`config.mk`:
```
export PLATFORM = sky130hd
export DESIGN_NAME = reg_cir_seq
export DESIGN_NICKNAME = d
export VERILOG_FILES = /design/src/rtl/reg_cir_seq.sv
export SDC_FILE = /design/constraint.sdc
export NUM_CORES = 1
export LEC_CHECK = 0
export ABC_AREA = 1
export CORE_ASPECT_RATIO = 1.4
export CORE_MARGIN = 3
export CORE_UTILIZATION = 40
export CTS_CLUSTER_DIAMETER = 100
export DETAILED_ROUTE_END_ITERATION = 10
export MAX_ROUTING_LAYER = met4
export PLACE_DENSITY = 0.73
export SYNTH_ARGS = -nofsm -noshare
export SYNTH_HDL_FRONTEND = slang
export SYNTH_SLANG_ARGS = --single-unit
```
`constraint.sdc`:
```
create_clock -name clk -period 2.2 [get_ports clk]
set_clock_uncertainty 0.2 [all_clocks]
set_input_delay 0.44 -clock clk [delete_from_list [all_inputs] [get_ports clk]]
set_output_delay 0.44 -clock clk [all_outputs]
set_load 0.02 [all_outputs]
```
`src/rtl/reg_cir_seq.sv`:
```
// Command sequencer for a W-bit circular shift register that has no hold mode.
// A "load, then rotate N places" command is turned into a cycle-by-cycle
// stream of D / shift_l / shift_r. A shadow copy of the register contents is
// kept and re-presented on D whenever no shift is in progress, so the
// downstream value persists. All control outputs are registered.
module reg_cir_seq #(
  parameter int W  = 15,
  parameter int CW = 4
) (
  input  logic          clk,
  input  logic          rst,
  input  logic          start,
  input  logic [W-1:0]  data_in,
  input  logic          dir,
  input  logic [CW-1:0] amount,
  output logic [W-1:0]  D,
  output logic          shift_l,
  output logic          shift_r,
  output logic          busy,
  output logic          done,
  output logic [W-1:0]  shadow
);

  typedef enum logic [1:0] {S_IDLE, S_LOAD, S_SHIFT, S_DONE} state_t;

  localparam logic [CW:0]   W_EXT   = (CW+1)'(W);
  localparam logic [CW-1:0] CNT_ONE = CW'(1);

  state_t        state_reg, state_next;
  logic [W-1:0]  shadow_reg, shadow_next;
  logic [W-1:0]  data_reg, data_next;
  logic          dir_reg, dir_next;
  logic [CW-1:0] amt_reg, amt_next;
  logic [CW-1:0] cnt_reg, cnt_next;
  logic [CW-1:0] amt_eff;
  logic [W-1:0]  rot_l, rot_r;

  logic [W-1:0]  d_reg, d_next;
  logic          shl_reg, shl_next;
  logic          shr_reg, shr_next;
  logic          busy_reg, busy_next;
  logic          done_reg, done_next;

  // Fold amounts >= W back into range; a full turn is a no-op.
  always_comb begin
    if ({1'b0, amount} < W_EXT) amt_eff = amount;
    else                        amt_eff = amount - W_EXT[CW-1:0];
  end

  // Single-place rotations of the shadow copy, matching the register's wiring.
  genvar gi;
  generate
    for (gi = 0; gi < W; gi++) begin : g_rot
      assign rot_l[gi] = shadow_reg[(gi + W - 1) % W];
      assign rot_r[gi] = shadow_reg[(gi + 1) % W];
    end
  endgenerate

  // Next-state logic: command capture, load, step counting, shadow tracking.
  always_comb begin
    state_next  = state_reg;
    shadow_next = shadow_reg;
    data_next   = data_reg;
    dir_next    = dir_reg;
    amt_next    = amt_reg;
    cnt_next    = cnt_reg;
    case (state_reg)
      S_IDLE: begin
        if (start) begin
          data_next  = data_in;
          dir_next   = dir;
          amt_next   = amt_eff;
          state_next = S_LOAD;
        end
      end
      S_LOAD: begin
        shadow_next = data_reg;
        if (amt_reg == '0) begin
          state_next = S_DONE;
        end else begin
          cnt_next   = amt_reg;
          state_next = S_SHIFT;
        end
      end
      S_SHIFT: begin
        shadow_next = dir_reg ? rot_l : rot_r;
        cnt_next    = cnt_reg - CNT_ONE;
        if (cnt_reg == CNT_ONE) state_next = S_DONE;
      end
      S_DONE: begin
        state_next = S_IDLE;
      end
      default: begin
        state_next = S_IDLE;
      end
    endcase
  end

  // Output decode from the upcoming state so outputs can be registered and
  // line up with the state they describe; only SHIFT ever raises a shift line.
  always_comb begin
    d_next    = (state_next == S_LOAD) ? data_next : shadow_next;
    shl_next  = (state_next == S_SHIFT) &&  dir_next;
    shr_next  = (state_next == S_SHIFT) && !dir_next;
    busy_next = (state_next != S_IDLE);
    done_next = (state_next == S_DONE);
  end

  // State, shadow, command and output registers; reset aborts any command.
  always_ff @(posedge clk) begin
    if (rst) begin
      state_reg  <= S_IDLE;
      shadow_reg <= '0;
      data_reg   <= '0;
      dir_reg    <= 1'b0;
      amt_reg    <= '0;
      cnt_reg    <= '0;
      d_reg      <= '0;
      shl_reg    <= 1'b0;
      shr_reg    <= 1'b0;
      busy_reg   <= 1'b0;
      done_reg   <= 1'b0;
    end else begin
      state_reg  <= state_next;
      shadow_reg <= shadow_next;
      data_reg   <= data_next;
      dir_reg    <= dir_next;
      amt_reg    <= amt_next;
      cnt_reg    <= cnt_next;
      d_reg      <= d_next;
      shl_reg    <= shl_next;
      shr_reg    <= shr_next;
      busy_reg   <= busy_next;
      done_reg   <= done_next;
    end
  end

  assign D       = d_reg;
  assign shift_l = shl_reg;
  assign shift_r = shr_reg;
  assign busy    = busy_reg;
  assign done    = done_reg;
  assign shadow  = shadow_reg;

endmodule
```
## After elaboration in Yosys (flattened, before gate mapping)

Cells that the tools add are included.

- Register bits after elaboration: 60

- $add $sub $neg: 2
- $lt $le $gt $ge: 1
- Equality and inequality tests: 8
- Muxes and demuxes: 14
- Reduce and logical (&&, ||, !) cells: 9

Operator list:

| cell | count |
|---|---|
| $mux 15 | 4 |
| $pmux 15 s2 | 1 |
| $eq 2x2->1 const B | 4 |
| $mux 4 | 2 |
| $pmux 2 s4 | 1 |
| $pmux 4 s2 | 1 |
| $eq 2x1->1 const B | 2 |
| $eq 4x1->1 const B | 1 |
| $logic_not 4->1 | 1 |
| $lt 4x4->1 const B | 1 |
| $mux 2 | 2 |
| $reduce_and 2->1 | 2 |
| $reduce_bool 2->1 | 2 |
| $sub 4x1->4 const B | 1 |
| $sub 4x4->4 const B | 1 |
| $mux 1 | 3 |
| $logic_and 1x1->1 | 2 |
| $logic_not 2->1 | 1 |
| $ne 2x2->1 const B | 1 |
| $logic_not 1->1 | 1 |

## Longest topological paths before layout

- Depth in word-level cells: 5
- Gate-level depth with buffers: 12

## Least setup slack after synthesis

OpenSTA, ideal clock, no wires.

- Path kind: reg-to-reg
- Start: register state_reg[0]
- End: register d_reg[0], in the netlist D[0]
- Setup time: 0.110 ns
- Data arrival time: 1.422 ns
- Required time: 1.890 ns
- Setup slack: 0.468 ns
- Cell stages (with the launch flop): 9
- Cell sequence: dfxtp_1 -> inv_1 -> ha_1 -> inv_2 -> buf_6 -> buf_2 -> nand4_1 -> nand2_1 -> nor2_1

- Word-level cells in the longest chain between the ends: 4

Ends and longest elaborated chain:

| what | line | RTL |
|---|---|---|
| from (decl) | 29 | `state_t state_reg, state_next;` |
| from (signal assigned) | 124 | `state_reg <= state_next;` |
| $eq 2x2->1, or another cell as far along | 67 | `case (state_reg)` |
| $pmux 2 s4 (*) | 67 |  |
| via state_next[1] | 29 |  |
| $eq 2x1->1 (*) | 102 | `d_next = (state_next == S_LOAD) ? data_next : shadow_next;` |
| $mux 15 (*) | 102 |  |
| to (signal assigned) | 130 | `d_reg <= d_next;` |
| to (decl) | 38 | `logic [W-1:0] d_reg, d_next;` |

Mark *: on every way through the listed nets, which the timed path passes. The rest lies on a longest branch.
A chain may end at the register's enable or synchronous reset.

## Worst setup path after layout

- Start: register shadow_reg[3], in the netlist shadow[3]
- End: output shadow[3]

RTL lines:

| what | line | RTL |
|---|---|---|
| from (decl) | 30 | `logic [W-1:0] shadow_reg, shadow_next;` |
| from (signal assigned) | 125 | `shadow_reg <= shadow_next;` |
| to (decl) | 21 | `output logic [W-1:0] shadow` |

No word-level cell between the ends.

==> impl_metrics.json <==
{
  "first_global_vias": 2707,
  "hold_start": "cnt_reg[3]$_SDFFE_PP0P_",
  "slew_headroom_pct": 62.5,
  "post_cts_buffers": 0,
  "top_layer_used": "met4",
  "initial_core_util_pct": 41.9,
  "p_int_mw": 3.27,
  "synth_area_leaders": "dfxtp_1 43%, nor2_1 7.5%, nand2_1 7.3%",
  "path_buf_inv": 1,
  "h-tree-depth": 3,
  "drt_wl_total_um": 7270,
  "whs_path_depth": 2,
  "worstMarginPinSlew_ns": 0.562,
  "fp.coreArea_mm2": 0.00670,
  "path_cells": "clkdlybuf4s50_1",
  "grt_pass1_wl_um": 12200,
  "avgSynthCellArea_um2": 7.32,
  "gp_congestion": 0.819,
  "clkTransAtPathRegs_ns": 0.06,
  "viasPerCell": 5.09,
  "ys_seq_area_share_pct": 42.7,
  "antenna_found_initial": 0,
  "fp.dieW_um": 76.8,
  "tns_ns": 0,
  "critical_path_required_ns": 1.56,
  "cts-root-buf": "clkbuf_8",
  "setup.worst_path.start_class": "flip-flop",
  "powerDensity_mw_per_mm2": 1630,
  "synth_cell_types": 33,
  "setup_viol": 0,
  "yosysTopAreaCell": "dfxtp_1",
  "rrSetupSlack_ns": 0.20,
  "layout_worst_path_cycle_share_pct": 92.6,
  "synth_nets": 414,
  "status": "finished, final reports clean",
  "reg2reg_depth": 7,
  "arrival_ns": 1.40,
  "initialDrtViolationCount": 223,
  "p_sw_mw": 2.68,
  "cpPeakStageDelay_ns": 0.64,
  "clock_sinks": 60,
  "num_rows": 35,
  "drv_slew": 0,
  "max-clock-path-buffers": 2,
  "cts_hold_buf": 0,
  "wl_met2_um": 3730,
  "hold_viol_final": 0,
  "die_area_mm2": 0.00808,
  "peakVddDrop_v": 0.000952,
  "cts_resized": 0,
  "rr_endpoint": "cnt_reg[1]$_SDFFE_PP0P_",
  "fp.dieH_um": 105,
  "overflow": 0,
  "yosysWarnings": 0,
  "syn_area_mm2": 0.00281,
  "nets": 473,
  "vias": 2741,
  "switching_share_pct": 45.0,
  "fmax_mhz": 491,
  "ios": 57,
  "area_growth_pct": 29.5,
  "whs_ns": 0.273,
  "clock_latency_ns": 0.34,
  "ys.flop_type": "dfxtp_1",
  "grt_usage_pct": 19.6,
  "async_flop_share_pct": 0,
  "dr.pass1.iters": 4,
  "cp_top_family": "buffers and inverters",
  "seqPwrFrac_pct": 29.4,
  "wl_met1_um": 2950,
  "path_class": "flip-flop to output port",
  "timing.rr.start": "state_reg[0]$_SDFF_PP0_",
  "wl_per_cell_um": 13.5,
  "period_needed_ns": 2.04,
  "netlist_instances": 384,
  "cts_tree": "built",
  "synth-edff-count": 0,
  "io_buffers": 56,
  "crit_path_end_kind": "output port",
  "wl_met3_um": 463,
  "power_frac_comb_pct": 55.9,
  "synth_top_area_share_pct": 42.7,
  "cp_slowest_cell": "clkdlybuf4s50_1",
  "p_leak_nw": 1.58,
  "grt_max_degree": 32,
  "rsz0062_at_grt": "false",
  "hold_class": "flip-flop to flip-flop",
  "drcViolationCount": 0,
  "synth-seq-cells": 60,
  "drtAntennaViolNets": 0,
  "layout-drive-gt1-share_pct": 11.4,
  "hold-path-endpoint": "cnt_reg[3]$_SDFFE_PP0P_",
  "hpwl_um": 5040,
  "cap_violations": 0,
  "diodes": 0,
  "p_clk_share_pct": 14.6,
  "cts_buffers": 9,
  "cp_max_fo": 4
}
final cells by class:
type / count / area [µm²]
Fill cell: 628 / 3060
Multi-Input combinational cell: 259 / 1320
Sequential cell: 60 / 1200
Timing Repair Buffer: 69 / 671
Inverter: 44 / 168
Clock buffer: 13 / 159
Tap cell: 92 / 115
Clock inverter: 2 / 10.0
stage by stage:
step | cell area (µm²) | instances | utilization (%) | worst slack [ns] | power [mW]
after floorplan | 2810 | 384 | - | 0.468 | 4.06
after global placement | 3470 | 524 | 51.8 | 0.0505 | 5.02
after detailed placement | 3470 | 524 | 51.8 | 0.00184 | 5.09
after CTS | 3640 | 539 | 54.3 | 0.151 | 5.97
after global routing | 3640 | 539 | 54.3 | 0.00996 | 6.45
final | 3640 | 539 | 54.3 | 0.163 | 5.95
synthesized netlist by cell type, drive strengths merged, types with 2 or more instances:
master,count
ha,7
nand4,16
inv,43
a21oi,38
or2,15
clkbuf,4
dfxtp,60
nand3,5
xnor2,2
a211oi,2
nor2,57
o21ai,55
buf,17
nand2,59
logic make-up after synthesis:
group / count (synthesis) / share of synthesized area [%]
fa+ha+maj: 7 / 3.12
simple gates: 153 / 24.7
compound gates: 96 / 18.0
buf+inv: 65 / 10.5
flops: 60 / 42.7
xor+xnor: 3 / 0.935
worst max-delay path by stage:
stage / startpoint / endpoint / slack, ns / cells after the start
2_1_floorplan: state_reg[0]$_SDFF_PP0_ / D[0]$_SDFF_PP0_ / 0.47 / 8
3_3_place_gp: start / D[4]$_SDFF_PP0_ / 0.05 / 7
3_5_place_dp: start / D[4]$_SDFF_PP0_ / 0.002 / 7
4_1_cts: shadow[3]$_SDFF_PP0_ / shadow[3] / 0.15 / 1
5_1_grt: state_reg[0]$_SDFF_PP0_ / cnt_reg[2]$_SDFFE_PP0P_ / 0.01 / 8
6_report: shadow[3]$_SDFF_PP0_ / shadow[3] / 0.16 / 1
cell usage in the layout (no fill, tap or decap):
cell type,count
clkbuf_1,2
o21ai_0,37
nor3_1,1
clkbuf_8,11
nand2_2,3
a211oi_1,2
nor2_2,1
xor2_1,1
ha_1,7
nor2_1,56
nand3_1,3
nand2_4,1
o21ai_1,13
o211ai_1,1
clkinv_2,2
a21oi_1,38
or2_0,5
inv_2,5
o21ai_2,5
clkdlybuf4s50_1,56
xnor2_1,2
inv_4,1
dfxtp_1,60
buf_4,12
nand3_4,1
or2_2,7
or2_1,3
nand2_1,55
nand4_1,16
inv_1,37
buf_12,1
nand3_2,1
clkinv_1,1
layer usage:
metal	track usage (%)	vias up
met3	4.66	13
met4	8.55	0
met5	-	-
met2	33.0	99
li1	-	1365
met1	21.8	1264
power by group through the flow:
stage | combinational (mW) | sequential (mW) | clock (mW)
2_1_floorplan | 2.05 | 2.01 | 0
3_5_place_dp | 3.32 | 1.77 | 0
3_3_place_gp | 3.25 | 1.77 | 0
6_report | 3.33 | 1.75 | 0.869
5_1_grt | 3.70 | 1.81 | 0.945
4_1_cts | 3.33 | 1.75 | 0.886
Note: power is estimated with default switching activity, not from simulation.
